<file path="config.mk">
export PLATFORM = sky130hd
export DESIGN_NAME = cdc_tx_fifo
export DESIGN_NICKNAME = d
export VERILOG_FILES = /design/src/rtl/cdc_tx_fifo.sv
export SDC_FILE = /design/constraint.sdc
export NUM_CORES = 1
export LEC_CHECK = 0
export CORE_ASPECT_RATIO = 0.75
export CORE_MARGIN = 3
export CORE_UTILIZATION = 60
export DETAILED_ROUTE_END_ITERATION = 7
export PLACE_DENSITY_LB_ADDON = 0.3
export SLEW_MARGIN = 25
export SYNTH_ARGS = -nofsm -noshare
export SYNTH_HDL_FRONTEND = slang
export SYNTH_SLANG_ARGS = --single-unit
</file>
<file path="constraint.sdc">
create_clock -name i_clk -period 6.3 [get_ports i_clk]
set_input_delay 1.575 -clock i_clk [delete_from_list [all_inputs] [get_ports i_clk]]
set_output_delay 1.575 -clock i_clk [all_outputs]
set_load 0.01 [all_outputs]
</file>
<file path="src/rtl/cdc_tx_fifo.sv">
`default_nettype none
// ============================================================================
//  Module   : cdc_tx_fifo
//  Purpose  : Source-domain transmit buffer placed ahead of a 2-phase CDC
//             handshake. It absorbs producer bursts, drains one word per
//             completed handshake, and holds the head word stable while a
//             transfer is pending. It also reports occupancy and supports a
//             synchronous flush.
//  Ports    : i_clk, i_rst_n    - source clock, async active-low reset
//             i_flush           - drop every stored word (synchronous)
//             i_valid/o_ready   - producer side handshake, i_data word
//             o_valid/i_ready   - CDC side handshake, o_data head word
//             o_count           - stored words 0..G_DEPTH
//             o_full/o_empty    - occupancy flags
//  Revision : 1.0 - initial release
// ============================================================================
module cdc_tx_fifo #(
   parameter int G_WIDTH = 4,
   parameter int G_DEPTH = 8,
   parameter int G_CNT_W = $clog2(G_DEPTH) + 1
) (
   input  logic               i_clk,
   input  logic               i_rst_n,
   input  logic               i_flush,
   input  logic               i_valid,
   output logic               o_ready,
   input  logic [G_WIDTH-1:0] i_data,
   output logic               o_valid,
   input  logic               i_ready,
   output logic [G_WIDTH-1:0] o_data,
   output logic [G_CNT_W-1:0] o_count,
   output logic               o_full,
   output logic               o_empty
);

   localparam int                 c_IDX_W = $clog2(G_DEPTH);
   localparam logic [G_CNT_W-1:0] c_DEPTH = G_CNT_W'(G_DEPTH);

   logic [G_WIDTH-1:0] r_mem [G_DEPTH];
   logic [G_CNT_W-1:0] r_wr_ptr;
   logic [G_CNT_W-1:0] r_rd_ptr;
   logic               r_ready;

   logic               w_push;
   logic               w_pop;
   logic               w_full;
   logic               w_empty;
   logic [G_CNT_W-1:0] w_wr_next;
   logic [G_CNT_W-1:0] w_rd_next;
   logic [G_CNT_W-1:0] w_cnt_next;

   // Status is derived only from the registered pointers.
   assign w_empty = (r_wr_ptr == r_rd_ptr);
   assign w_full  = (r_wr_ptr[G_CNT_W-1] != r_rd_ptr[G_CNT_W-1]) &&
                    (r_wr_ptr[c_IDX_W-1:0] == r_rd_ptr[c_IDX_W-1:0]);

   assign w_push = i_valid & r_ready;
   assign w_pop  = ~w_empty & i_ready;

   assign w_wr_next  = r_wr_ptr + {{(G_CNT_W-1){1'b0}}, w_push};
   assign w_rd_next  = r_rd_ptr + {{(G_CNT_W-1){1'b0}}, w_pop};
   // Ready is registered from next-state occupancy so it never depends
   // combinationally on i_ready.
   assign w_cnt_next = w_wr_next - w_rd_next;

   always_ff @(posedge i_clk or negedge i_rst_n) begin
      if (!i_rst_n) begin
         r_wr_ptr <= '0;
         r_rd_ptr <= '0;
         r_ready  <= 1'b0;
      end else if (i_flush) begin
         // Flush wins: same-cycle push and pop are both discarded.
         r_rd_ptr <= r_wr_ptr;
         r_ready  <= 1'b1;
      end else begin
         r_wr_ptr <= w_wr_next;
         r_rd_ptr <= w_rd_next;
         r_ready  <= (w_cnt_next != c_DEPTH);
      end
   end

   // Storage has no reset. The head slot can only be written when full,
   // and ready is low when full, so the presented word never changes
   // under a pending transfer.
   always_ff @(posedge i_clk) begin
      if (w_push && !i_flush) begin
         r_mem[r_wr_ptr[c_IDX_W-1:0]] <= i_data;
      end
   end

   assign o_ready = r_ready;
   assign o_valid = ~w_empty;
   assign o_data  = r_mem[r_rd_ptr[c_IDX_W-1:0]];
   assign o_count = r_wr_ptr - r_rd_ptr;
   assign o_full  = w_full;
   assign o_empty = w_empty;

endmodule
`default_nettype wire

</file>
======== Yosys cells after proc, flatten, opt, wreduce, memory -nomap -nowiden ========
Memory sizes are Yosys's and may differ from the RTL's.
Index checks and enable logic that the tools add are counted.
operators by class
  $add $sub $neg .......................... 4
  $mul .................................... 0
  divide/modulo/power cells ............... 0
  $lt $le $gt $ge ......................... 0
  equal/unequal tests ..................... 4
  shifts and indexed selects .............. 0
  multiplexer cells ....................... 4
  bitwise gates (word level) .............. 3
  reduce and logical (&&, ||, !) cells .... 3
operators by type and width
  kind                count
  $add 4x1->4         2
  $sub 4x4->4         2
  $eq 4x4->1          1
  $mux 4              1
  $ne 4x4->1 const B  1
  $eq 3x3->1          1
  $mux 1              3
  $and 1x1->1         2
  $logic_and 1x1->1   2
  $logic_not 1->1     1
  $ne 1x1->1          1
  $not 1->1           1
word-level totals
  register bits after elaboration ......... 9
  bits in latches ......................... 0
  RAM bits ................................ 32
  ROM bits ................................ 0
  output and inout bits ................... 12
  word-level logic and storage cells ...... 22
  memories kept ........................... 1
memory list
  memory  words  bits a word  rd ports  clocked after Yosys merged registers in  wr ports  line  text
  r_mem   8      4            1         0                                        1         39    logic [G_WIDTH-1:0] r_mem [G_DEPTH];

======== Depth between registers and ports, before layout ========
  depth after elaboration ................. 7
  mapped depth ............................ 13
  depth with buffers taken out ............ 12

======== Least setup slack after synthesis ========
OpenSTA, ideal clock, no wires.
  kind .................................... input to register
  start point ............................. input i_ready
  end point ............................... register r_ready (netlist: o_ready)
  data arrival time ....................... 3.104 ns
  setup slack ............................. 3.069 ns
  stages on the path ...................... 9
  path through ............................ and2_1 -> ha_1 -> ha_1 -> inv_1 -> ha_1 -> nor2b_1 -> or3_1 -> nor3_1 -> mux2i_1
between the ends
  longest elaborated chain between the ends .. 5
ends and longest elaborated chain
  what                  line  text
  start, declared       29    input logic i_ready,
  $and 1x1->1           58    assign w_pop = ~w_empty & i_ready;
  $add 4x1->4           61    assign w_rd_next = r_rd_ptr + {{(G_CNT_W-1){1'b0}}, w_pop};
  $sub 4x4->4           64    assign w_cnt_next = w_wr_next - w_rd_next;
  $ne 4x4->1            78    r_ready <= (w_cnt_next != c_DEPTH);
  $mux 1                71    end else if (i_flush) begin
  end signal, assigned  78
  end, declared         42    logic r_ready;
No other way between the ends.
A chain may end at the register's enable or synchronous reset.

======== Worst setup path in the final report ========
  start point ............................. register r_rd_ptr[1]
  end point ............................... output o_count[3]
between the ends
  longest elaborated chain between the ends .. 1
ends and longest elaborated chain
  what                    line  text
  start, declared         41    logic [G_CNT_W-1:0] r_rd_ptr;
  start signal, assigned  73    r_rd_ptr <= r_wr_ptr;
  start signal, assigned  77    r_rd_ptr <= w_rd_next;
  $sub 4x4->4             94    assign o_count = r_wr_ptr - r_rd_ptr;
  end, declared           31    output logic [G_CNT_W-1:0] o_count,
No other way between the ends.

==> impl_results.md <==
- Area of the die: 4090 sq um
- Port buffer count: 20
- Top post-synthesis cells by area: edfxtp_1 48%, dfrtp_1 11%, mux4_1 10%, ha_1 6.2%, nand2_1 3.4%
- Clk Latency, worst-skew pair: 0.29 ns
- Post-DRT Antenna Nets: 0
- Routed WL: 3610 um
- Hold Crit Start: r_wr_ptr[0]
- Outcome: completed
- Async SR Flop Fraction: 22.0%
- Gr busiest metal: met2
- Crit start category: register
- Area leader, netlist: edfxtp_1
- IO Pins: 21
- Post-synth EDFFs: 32
- RSZ-0062 raised after global routing: false
- # fillers: 176
- Synth Flop Type: edfxtp_1
- Tcrit/Tclk final: 64.1%
- Largest net degree at the start of global routing: 14
- DP Cell Count: 195
- Initial antenna violation count: 0
- Worst Path Max Fanout: 12
- Die Wd: 72.8 um
- Worst-path clk slew: 0.07 ns
- Yosys warning count: 0
- WL/cell: 17.8 um
- Syn nets: 162
- Post-Synthesis Cells: 142
- DRT Pass-1 Iters: 4
- Yosys cell types: 32
- DRC violations left: 0
- Total grt overflow: 0
- Reg2reg path depth: 12
- Routability Congestion: 0.828
- Vias: 1169
- First-pass GRT wire length: 5880 um
- Min Hold Slack: 0.575 ns
- Worst VDD drop: 0.000258 V
- CP endpoint kind: output pin
- Starting DRT DRC Count: 75
- Hold Path Stages: 2
- Area Growth Syn to Fin: 16.2%
- Slew headroom: 56.9%
- Post-cts repair resize count: 0
- Net count, final: 184
- ANT cells: 0
- Worst Path Arrival: 2.46 ns
- Global-route met3 utilization: 6.14%
- FP Rows: 17
- M1 GR Usage: 28.5%
- Postcts setup bufs: 0
- DP HPWL: 2770 um
- Final setup fails: 0
- Clk_skew: 0.00922 ns
- Clock sinks: 41
- Fraction of layout cells with a size suffix above 1: 7.27%
- Area of the mapped netlist: 2010 sq um
- Fmax: 248 MHz
- CTS tree: built
- Routed vias/inst: 5.76
- Reg2reg start: r_rd_ptr[1]
- Hold Path Sink: r_wr_ptr[0]
- Pwr dens: 513 nW/um^2
- Hold Violations, Final: 0
- Max clock buf depth: 2
- Top-count cell post-synth: edfxtp_1
- Total Power: 0.00120 W
- Core area: 3060 sq um
- Commonest cells post-synth: 32 x edfxtp_1, 18 x nand2_1, 15 x inv_1
- #FFs+latches synth: 41
- Met2 usage: 29.6%
- Worst Path Required: 4.72 ns
- Worst-Margin Slew: 0.641 ns
- Synth top area share: 47.8%
- Reg2Reg Setup Slack: 3.20 ns
- Final non-filler cell total: 203
- Final min period: 4.04 ns
- Setup TNS: 0 ns
- Static leakage power: 0.914 nW
- Vias in the first global route: 1164
- Initial core utilization: 65.6%
- DIE HEIGHT: 56.1 um
- Maxcap violations: 0
- Seq/Total Area, Yosys: 59.0%
- Total Routing Usage GR: 19.8%
- CP Class: register to output pin
- Capturing point of the worst reg2reg path: o_ready
- Hold crit path type: register to register
- Root buf cell: clkbuf_8
- Syn_area_per_cell: 14.2 sq um
- CTS buffer count: 5
- H-Tree Depth: 2
- Max Slew Vio Count: 0
- Post-CTS Hold Fix Bufs: 0
## sequential cells by signal, summed over array words and instances, names as in the netlist
register,cells
r_wr_ptr,4
o_ready,1
r_rd_ptr,4
r_mem,32
## power breakdown
part           internal [W]  switching [W]  leakage, nW
Sequential         0.000337      0.0000661        0.391
Clock              0.000117      0.0000846       0.0518
Combinational      0.000320       0.000275        0.471
Total              0.000774       0.000426        0.914
## layout make-up
class	instances	area [sq um]	share of cell area, %
sequential	41	1190	50.8
multi-input combinational	81	736	31.5
timing repair buffer	20	200	8.57
clock buffer	5	68.8	2.95
inverter	15	56.3	2.41
tap	38	47.5	2.04
clock inverter	3	41.3	1.77
## worst max-delay path: stages (launching register included)
cell and delay [ns]:
dfrtp_1 0.69, inv_1 0.11, ha_1 0.33, a21o_1 0.18, a21oi_1 0.19, xnor2_1 0.13
clkdlybuf4s50_1 0.55
## placed cells by master (no fill, tap or decap), types with 5 or more instances in the layout
cell and n:
edfxtp_1 32, clkdlybuf4s50_1 20, nand2_1 18, inv_1 15
ha_1 10, dfrtp_1 9, mux4_1 8, nor2_1 8
xnor2_1 7, clkbuf_8 5
## routing by layer
metal  vias up  share of wire, %
met4         0               1.2
li1        556                 -
met3         6               9.2
met1       552                43
met2        55                47
met5         -                 0
## metrics by stage
stage	instance area (sq um)	setup WS, ns	utilization, %
after detailed placement	2230	2.56	72.7
after floorplan	2010	3.07	-
after global routing	2340	2.14	76.3
final	2340	2.26	76.3
after CTS	2340	2.26	76.3
after global placement	2230	2.59	72.7
## how the worst max path moves through the flow
| stage | end | slack, ns | cells after the start | startpoint |
|---|---|---|---|---|
| floorplan | o_ready | 3.07 | 9 | i_ready |
| global placement | o_ready | 2.59 | 10 | i_valid |
| detailed placement | o_ready | 2.56 | 10 | i_valid |
| CTS | o_count[3] | 2.26 | 6 | r_rd_ptr[1] |
| global route | o_count[3] | 2.14 | 6 | r_rd_ptr[1] |
| finish | o_count[3] | 2.26 | 6 | r_rd_ptr[1] |
## cell families after synthesis
group           after synthesis  share of synthesized area (%)
simple gates                 41                           9.83
flops                        41                           59.0
buf+inv                      20                           4.42
mux                          11                           11.9
fa+ha+maj                    11                           7.22
xor+xnor                     10                           5.10
compound gates                8                           2.49
No activity file was read; power rests on OpenSTA's default activity.
